$ cat src/rtl/alu_ctrl_pipe_if.sv
// alu_ctrl_pipe_if: ID/EX control handshake bundle between the decode stage (master) and alu_ctrl_pipe (slave).
interface alu_ctrl_pipe_if #(
    parameter int OPC_W   = 4,
    parameter int FUNCT_W = 6,
    parameter int OP_W    = 5
);
    logic               in_valid;
    logic [OPC_W-1:0]   in_opcode;
    logic [FUNCT_W-1:0] in_funct;
    logic               in_ready;
    logic               flush;
    logic               out_stall;
    logic               out_valid;
    logic [OP_W-1:0]    out_op;
    logic               out_mem_rd;
    logic               out_mem_wr;
    logic               out_illegal;
    logic               stall_req;
    logic [15:0]        perf_issued;
    logic [15:0]        perf_stalls;
    modport master (
        output in_valid, in_opcode, in_funct, flush, out_stall,
        input  in_ready, out_valid, out_op, out_mem_rd, out_mem_wr, out_illegal,
               stall_req, perf_issued, perf_stalls
    );
    modport slave (
        input  in_valid, in_opcode, in_funct, flush, out_stall,
        output in_ready, out_valid, out_op, out_mem_rd, out_mem_wr, out_illegal,
               stall_req, perf_issued, perf_stalls
    );
endinterface

$ cat src/rtl/alu_ctrl_pipe.sv
// alu_ctrl_pipe: registered ALU-control decoder with multi-cycle mult/div sequencing, flush and output hold.
// Define ALU_CTRL_PERF_EN to build the saturating perf_issued/perf_stalls counters.
module alu_ctrl_pipe #(
    parameter int OPC_W      = 4,
    parameter int FUNCT_W    = 6,
    parameter int OP_W       = 5,
    parameter int MULDIV_LAT = 4,
    parameter int CNT_W      = 3
) (
    input logic clk,
    input logic rst,
    alu_ctrl_pipe_if.slave b
);
    typedef enum logic {IDLE = 1'b0, MULTI = 1'b1} state_t;
    state_t            r_state, w_state_n;
    logic [CNT_W-1:0]  r_cnt, w_cnt_n;
    logic [OP_W-1:0]   r_op, w_op_n, r_md_op, w_md_op_n, w_dec_op;
    logic              r_valid, w_valid_n, r_rd, w_rd_n, r_wr, w_wr_n, r_ill, w_ill_n;
    logic              w_dec_rd, w_dec_wr, w_dec_ill, w_dec_md, w_hold, w_accept;
    assign w_hold      = r_valid && b.out_stall;
    assign b.in_ready  = !rst && r_state == IDLE && !w_hold;
    assign w_accept    = b.in_valid && b.in_ready && !b.flush;
    assign b.out_valid = r_valid;
    assign b.out_op    = r_op;
    assign b.out_mem_rd  = r_rd;
    assign b.out_mem_wr  = r_wr;
    assign b.out_illegal = r_ill;
    assign b.stall_req   = r_state == MULTI;
    always_comb begin
        w_dec_op  = '0;
        w_dec_rd  = 1'b0;
        w_dec_wr  = 1'b0;
        w_dec_ill = 1'b0;
        w_dec_md  = 1'b0;
        if (b.in_opcode == OPC_W'('h2)) begin
            case (b.in_funct)
                FUNCT_W'('h20): w_dec_op = OP_W'('h3);
                FUNCT_W'('h24): w_dec_op = OP_W'('h5);
                FUNCT_W'('h25): w_dec_op = OP_W'('h2);
                FUNCT_W'('h14): w_dec_op = OP_W'('h4);
                FUNCT_W'('h08): w_dec_op = OP_W'('hB);
                FUNCT_W'('h21): begin w_dec_op = OP_W'('h3); w_dec_rd = 1'b1; end
                FUNCT_W'('h27): w_dec_op = OP_W'('hA);
                FUNCT_W'('h2A): w_dec_op = OP_W'('h8);
                FUNCT_W'('h2B): w_dec_op = OP_W'('h9);
                FUNCT_W'('h00): w_dec_op = OP_W'('h6);
                FUNCT_W'('h02): w_dec_op = OP_W'('h7);
                FUNCT_W'('h13): begin w_dec_op = OP_W'('h3); w_dec_wr = 1'b1; end
                FUNCT_W'('h18): begin w_dec_op = OP_W'('hC); w_dec_md = 1'b1; end
                FUNCT_W'('h1A): begin w_dec_op = OP_W'('hD); w_dec_md = 1'b1; end
                default:        w_dec_ill = 1'b1;
            endcase
        end else begin
            case (b.in_opcode)
                OPC_W'('hB): w_dec_op = OP_W'('h1);
                OPC_W'('h4): w_dec_op = OP_W'('h3);
                OPC_W'('h5): w_dec_op = OP_W'('h4);
                OPC_W'('h7): w_dec_op = OP_W'('h5);
                OPC_W'('h3): w_dec_op = OP_W'('h2);
                default:     w_dec_ill = 1'b1;
            endcase
        end
    end
    always_comb begin
        w_state_n = r_state;
        w_cnt_n   = r_cnt;
        w_valid_n = r_valid;
        w_op_n    = r_op;
        w_rd_n    = r_rd;
        w_wr_n    = r_wr;
        w_ill_n   = r_ill;
        w_md_op_n = r_md_op;
        if (b.flush) begin
            w_state_n = IDLE;
            w_cnt_n   = '0;
            w_valid_n = 1'b0;
            w_rd_n    = 1'b0;
            w_wr_n    = 1'b0;
            w_ill_n   = 1'b0;
        end else if (r_state == MULTI) begin
            // a finished mult/div waits at count 0 while the output is held
            if (r_cnt != '0) w_cnt_n = r_cnt - 1'b1;
            else if (!w_hold) begin
                w_state_n = IDLE;
                w_valid_n = 1'b1;
                w_op_n    = r_md_op;
                w_rd_n    = 1'b0;
                w_wr_n    = 1'b0;
                w_ill_n   = 1'b0;
            end
        end else if (w_accept) begin
            w_valid_n = !w_dec_md;
            w_rd_n    = w_dec_rd;
            w_wr_n    = w_dec_wr;
            w_ill_n   = w_dec_ill;
            w_op_n    = w_dec_md ? r_op : w_dec_op;
            w_md_op_n = w_dec_md ? w_dec_op : r_md_op;
            w_state_n = w_dec_md ? MULTI : IDLE;
            w_cnt_n   = w_dec_md ? CNT_W'(MULDIV_LAT - 2) : r_cnt;
        end else if (!w_hold) begin
            w_valid_n = 1'b0;
            w_rd_n    = 1'b0;
            w_wr_n    = 1'b0;
            w_ill_n   = 1'b0;
        end
    end
    always_ff @(posedge clk or posedge rst) begin
        if (rst) begin
            r_state <= IDLE;
            r_cnt   <= '0;
            r_valid <= 1'b0;
            r_op    <= '0;
            r_rd    <= 1'b0;
            r_wr    <= 1'b0;
            r_ill   <= 1'b0;
            r_md_op <= '0;
        end else begin
            r_state <= w_state_n;
            r_cnt   <= w_cnt_n;
            r_valid <= w_valid_n;
            r_op    <= w_op_n;
            r_rd    <= w_rd_n;
            r_wr    <= w_wr_n;
            r_ill   <= w_ill_n;
            r_md_op <= w_md_op_n;
        end
    end
`ifdef ALU_CTRL_PERF_EN
    logic [15:0] r_issued, r_stalls;
    always_ff @(posedge clk or posedge rst) begin
        if (rst) begin
            r_issued <= '0;
            r_stalls <= '0;
        end else begin
            if (w_accept && r_issued != 16'hFFFF) r_issued <= r_issued + 1'b1;
            if ((r_state == MULTI || w_hold) && r_stalls != 16'hFFFF) r_stalls <= r_stalls + 1'b1;
        end
    end
    assign b.perf_issued = r_issued;
    assign b.perf_stalls = r_stalls;
`else
    assign b.perf_issued = '0;
    assign b.perf_stalls = '0;
`endif
endmodule

$ cat src/flat_wrapper.sv
// flat-port wrapper written by rule: the top's interface ports become plain ports
module alu_ctrl_pipe_flat 
#(
    parameter int OPC_W      = 4,
    parameter int FUNCT_W    = 6,
    parameter int OP_W       = 5,
    parameter int MULDIV_LAT = 4,
    parameter int CNT_W      = 3
)
  (clk, rst, b_in_valid, b_in_opcode, b_in_funct, b_flush, b_out_stall, b_in_ready, b_out_valid, b_out_op, b_out_mem_rd, b_out_mem_wr, b_out_illegal, b_stall_req, b_perf_issued, b_perf_stalls);
  alu_ctrl_pipe_if #(.OPC_W(OPC_W), .FUNCT_W(FUNCT_W), .OP_W(OP_W)) b_i ();
  input logic clk;
  input logic rst;
  input wire logic [$bits(b_i.in_valid)-1:0] b_in_valid;
  input wire logic [$bits(b_i.in_opcode)-1:0] b_in_opcode;
  input wire logic [$bits(b_i.in_funct)-1:0] b_in_funct;
  input wire logic [$bits(b_i.flush)-1:0] b_flush;
  input wire logic [$bits(b_i.out_stall)-1:0] b_out_stall;
  output wire logic [$bits(b_i.in_ready)-1:0] b_in_ready;
  output wire logic [$bits(b_i.out_valid)-1:0] b_out_valid;
  output wire logic [$bits(b_i.out_op)-1:0] b_out_op;
  output wire logic [$bits(b_i.out_mem_rd)-1:0] b_out_mem_rd;
  output wire logic [$bits(b_i.out_mem_wr)-1:0] b_out_mem_wr;
  output wire logic [$bits(b_i.out_illegal)-1:0] b_out_illegal;
  output wire logic [$bits(b_i.stall_req)-1:0] b_stall_req;
  output wire logic [$bits(b_i.perf_issued)-1:0] b_perf_issued;
  output wire logic [$bits(b_i.perf_stalls)-1:0] b_perf_stalls;
  assign b_i.in_valid = b_in_valid;
  assign b_i.in_opcode = b_in_opcode;
  assign b_i.in_funct = b_in_funct;
  assign b_i.flush = b_flush;
  assign b_i.out_stall = b_out_stall;
  assign b_in_ready = b_i.in_ready;
  assign b_out_valid = b_i.out_valid;
  assign b_out_op = b_i.out_op;
  assign b_out_mem_rd = b_i.out_mem_rd;
  assign b_out_mem_wr = b_i.out_mem_wr;
  assign b_out_illegal = b_i.out_illegal;
  assign b_stall_req = b_i.stall_req;
  assign b_perf_issued = b_i.perf_issued;
  assign b_perf_stalls = b_i.perf_stalls;
  alu_ctrl_pipe #(.OPC_W(OPC_W), .FUNCT_W(FUNCT_W), .OP_W(OP_W), .MULDIV_LAT(MULDIV_LAT), .CNT_W(CNT_W)) u_core (.clk(clk), .rst(rst), .b(b_i));
endmodule
$ cat config.mk
export PLATFORM = sky130hd
export DESIGN_NAME = alu_ctrl_pipe_flat
export DESIGN_NICKNAME = d
export VERILOG_FILES = /design/src/rtl/alu_ctrl_pipe_if.sv /design/src/rtl/alu_ctrl_pipe.sv /design/src/flat_wrapper.sv
export SDC_FILE = /design/constraint.sdc
export NUM_CORES = 1
export LEC_CHECK = 0
export ABC_AREA = 1
export CORE_ASPECT_RATIO = 0.5
export CORE_MARGIN = 8
export CORE_UTILIZATION = 39
export DETAILED_ROUTE_END_ITERATION = 7
export PLACE_DENSITY = 0.76
export SYNTH_ARGS = -nofsm -noshare
export SYNTH_HDL_FRONTEND = slang
export SYNTH_SLANG_ARGS = --single-unit
export TNS_END_PERCENT = 100
$ cat constraint.sdc
create_clock -name clk -period 1.2 [get_ports clk]
set_input_delay 0.18 -clock clk [delete_from_list [all_inputs] [get_ports clk]]
set_output_delay 0.18 -clock clk [all_outputs]
set_load 0.02 [all_outputs]
==> metrics.log <==
INFO  metric finalHoldViolCount = 0
INFO  metric ys.warnings.count = 0
INFO  metric timing.reg2reg.worst_path_depth = 8
INFO  metric totalWireLength = 4520 um
INFO  metric tritoncts_num_sinks = 16
INFO  metric worst-r2r-setup-slack = -0.18 ns
INFO  metric max_cap_viol_count = 0
INFO  metric clkTransAtPathRegs = 0.07 ns
INFO  metric critical_path.endpoint_type = flop
INFO  metric port_buffers = 24
INFO  metric finalCoreUtilization = 59.1%
INFO  metric ctsLongestPathBuffers = 2
INFO  metric reg2reg_from = u_core.b.stall_req
INFO  metric core.rowCount = 15
INFO  metric hold-worst-slack = 0.264 ns
INFO  metric syn-instance-count = 206
INFO  metric global_route_wire_length_before_repair = 6760 um
INFO  metric ir_drop = 0.000350 V
INFO  metric postCtsHoldBufs = 0
INFO  metric grt_max_degree = 17
INFO  metric yosys.cell_types.count = 29
INFO  metric detailedRoute.firstPassIterationCount = 4
INFO  metric die_height = 58.9 um
INFO  metric vias = 1507
INFO  metric design.core.area = 3470 um2
INFO  metric areaGrowthSynthToFinish = 43.1%
INFO  metric cp_data_arrival_time = 1.57 ns
INFO  metric fin_setup_tns = -1.63 ns
INFO  metric final.fill_count = 288
INFO  metric dieArea = 5990 um2
INFO  metric globalRouteTotalUtil = 14.4%
INFO  metric wire_per_inst = 14.1 um
INFO  metric synth_seq_cells = 16
INFO  metric placed_area = 1820 um2
INFO  metric first_global_vias = 1513
INFO  metric numCtsBuffers = 3
INFO  metric io_pins = 58
INFO  metric fin_worst_skew = 0.00320 ns
INFO  metric drtAntennaViolNets = 0
INFO  metric hpwlAfterDp = 2900 um
INFO  metric fp.dieW = 102 um
INFO  metric antenna_cells = 0
INFO  metric initial_standard_cell_utilization_of_the_core = 41.3%
INFO  metric gr-total-overflow = 0
INFO  metric startpoint_type = flop
INFO  metric grt_antenna_before_repair = 0
INFO  metric fmax = 726 MHz
INFO  metric report.final.slew_viol_count = 0
INFO  metric setup_violations = 16
INFO  metric critPathRequiredTime = 1.39 ns
INFO  metric power_density = 746 nW/um2
INFO  metric final.min_clock_period = 1.38 ns
INFO  metric critical_path_fanouts_max = 3
INFO  metric setup_repair_after_global_routing_missed_its_margin = yes
INFO  metric syn_area_per_cell = 6.95 um2
INFO  metric cts_root_buf = sky130_fd_sc_hd__clkbuf_8
INFO  metric worstSetupPathType = reg2reg
INFO  metric failed_checks = setup timing
INFO  metric synthesis.area = 1430 um2
INFO  metric drt-vias-per-instance = 4.71
INFO  metric cts_max_level = 1
INFO  metric final_area = 2050 um2
INFO  metric latest_clock_arrival_within_the_worst_skew_pair = 0.25 ns
INFO  metric placedCellCount = 306
INFO  metric status = complete, but fails checks
INFO  metric tritoncts = built
INFO  metric final_layout_size_suffix_gt1_share = 34.6%
INFO  metric leakage = 1.14 nW
INFO  metric finalWeightedCongestion = 0.911
INFO  metric drc_errors = 0
INFO  metric fin_ws = -0.178 ns
INFO  metric initialDrtViolationCount = 92
INFO  metric nets = 287
INFO  metric rr_endpoint = u_core.b.out_op[2]
INFO  metric period_share = 115%
INFO  metric layout.cells.non_filler = 320
INFO  metric worst_hold_path_type = in2async
INFO  metric synth.yosys.seq_area_share = 27.9%
==> sequential cells by signal, summed over array words and instances, names as in the netlist <==
| signal | cells |
|---|---|
| u_core.b.out_op | 4 |
| u_core.r_md_op | 4 |
| u_core.r_cnt | 3 |
| u_core.b.out_illegal | 1 |
| u_core.b.out_mem_rd | 1 |
| u_core.b.out_mem_wr | 1 |
| u_core.b.out_valid | 1 |
| u_core.b.stall_req | 1 |
==> cell families (layout without fill, tap and decap cells) <==
| logic type | after synthesis | in the layout | share of synthesized area (%) |
|---|---|---|---|
| and+or+nand+nor | 106 | 106 | 37.1 |
| DFF | 16 | 16 | 27.9 |
| adders and majority gates | 2 | 2 | 1.75 |
| other | 1 | 33 | 0.262 |
| buffers and inverters | 62 | 93 | 25.2 |
| xor gates and xnor gates | 1 | 1 | 0.611 |
| AOI/OAI and AO/OA | 18 | 18 | 7.16 |
==> cell usage after synthesis <==
| library cell | instances | area, um2 |
|---|---|---|
| sky130_fd_sc_hd__nor2_2 | 3 | 18.8 |
| sky130_fd_sc_hd__nand2_2 | 3 | 18.8 |
| sky130_fd_sc_hd__nand4_4 | 1 | 21.3 |
| sky130_fd_sc_hd__a21oi_2 | 1 | 8.76 |
| sky130_fd_sc_hd__o21ai_0 | 8 | 40.0 |
| sky130_fd_sc_hd__ha_1 | 2 | 25.0 |
| sky130_fd_sc_hd__nand2_4 | 2 | 22.5 |
| sky130_fd_sc_hd__clkinv_2 | 1 | 5.00 |
| sky130_fd_sc_hd__or2_2 | 1 | 6.26 |
| sky130_fd_sc_hd__o21ai_2 | 1 | 8.76 |
| sky130_fd_sc_hd__a31oi_1 | 1 | 6.26 |
| sky130_fd_sc_hd__nand3_1 | 17 | 85.1 |
| sky130_fd_sc_hd__o21ai_1 | 1 | 5.00 |
| sky130_fd_sc_hd__nand2_1 | 46 | 173 |
| sky130_fd_sc_hd__nor2_4 | 4 | 45.0 |
| sky130_fd_sc_hd__nand4_2 | 1 | 12.5 |
| sky130_fd_sc_hd__inv_4 | 1 | 6.26 |
| sky130_fd_sc_hd__nand4_1 | 2 | 12.5 |
| sky130_fd_sc_hd__xor2_1 | 1 | 8.76 |
| sky130_fd_sc_hd__nor3_1 | 5 | 25.0 |
| sky130_fd_sc_hd__a21oi_1 | 5 | 25.0 |
| sky130_fd_sc_hd__conb_1 | 1 | 3.75 |
| sky130_fd_sc_hd__inv_1 | 23 | 86.3 |
| sky130_fd_sc_hd__o32ai_1 | 1 | 8.76 |
| sky130_fd_sc_hd__dfrtp_1 | 16 | 400 |
| sky130_fd_sc_hd__nand3_2 | 2 | 20.0 |
| sky130_fd_sc_hd__nor2_1 | 19 | 71.3 |
| sky130_fd_sc_hd__buf_4 | 33 | 248 |
| sky130_fd_sc_hd__inv_2 | 4 | 15.0 |
==> what timing repair did <==
item / CTS / global route
resized for setup: 47 / 21
hold endpoints to repair: 0 / 0
pin swaps: 14 / 7
buffers inserted: 8 / 2
endpoints found under the setup margin: 25 / 20
==> stage by stage <==
stage,setup WS [ns],total power [mW]
2_1_floorplan,-0.0818,0.909
3_3_place_gp,-0.440,0.989
3_5_place_dp,-0.469,0.997
4_1_cts,-0.185,1.50
5_1_grt,-0.266,1.60
6_report,-0.178,1.53
==> final cells by class <==
type                       count  area [um2]  share of cell area [%]
timing repair buffer          60         519                    25.3
clock buffer                   4        55.1                    2.68
inverter                      29         116                    5.67
tap                           51        63.8                    3.11
sequential                    16         402                    19.6
multi-input combinational    160         895                    43.6
==> per-layer routing <==
layer,wire length (um),up-vias,track usage [%],part of all wire [%]
li1,-,712,-,-
met1,1840,686,16.1,41
met2,2070,93,23.4,46
met3,486,16,5.29,11
met4,123,0,8.18,2.7
met5,0,-,0,0
==> cells in the final DEF (no fill, tap or decap), drive strengths merged <==
cell           count
dlymetal6s2s       3
conb              33
clkinv             1
or2                1
nand3             19
xor2               1
buf               39
nor3               5
dlygate4sd2        9
clkdlybuf4s15      2
clkbuf             4
inv               27
clkdlybuf4s50      7
nand4              4
o21ai             10
nand2             51
a21oi              6
ha                 2
o32ai              1
dfrtp             16
nor2              26
clkinvlp           1
a31oi              1
==> worst max-delay path by stage <==
stage                                   from            endpoint  slack (ns)
after CTS                 u_core.b.out_valid  u_core.b.out_op[0]       -0.18
after global placement         b_in_funct[4]  u_core.b.out_op[0]       -0.44
after floorplan           u_core.b.stall_req  u_core.b.out_op[0]       -0.08
final                     u_core.b.stall_req  u_core.b.out_op[2]       -0.18
after global routing      u_core.b.stall_req  u_core.b.out_op[0]       -0.27
after detailed placement       b_in_funct[4]  u_core.b.out_op[0]       -0.47
==> critical path, cell delays in order (launching register included) <==
cell and delay, ns:
sky130_fd_sc_hd__dfrtp_2 0.43, sky130_fd_sc_hd__inv_4 0.07, sky130_fd_sc_hd__buf_6 0.10, sky130_fd_sc_hd__nand4_4 0.08, sky130_fd_sc_hd__nor2_4 0.15, sky130_fd_sc_hd__nand2_2 0.10, sky130_fd_sc_hd__a21oi_2 0.19, sky130_fd_sc_hd__nand3_1 0.11
sky130_fd_sc_hd__nand2_1 0.09
==> report_power, final <==
part / internal [mW] / switching (mW) / total, mW
Combinational: 0.164 / 0.306 / 0.470
Clock: 0.291 / 0.196 / 0.487
Sequential: 0.559 / 0.0131 / 0.573
Power figures use the tool's default switching activity.
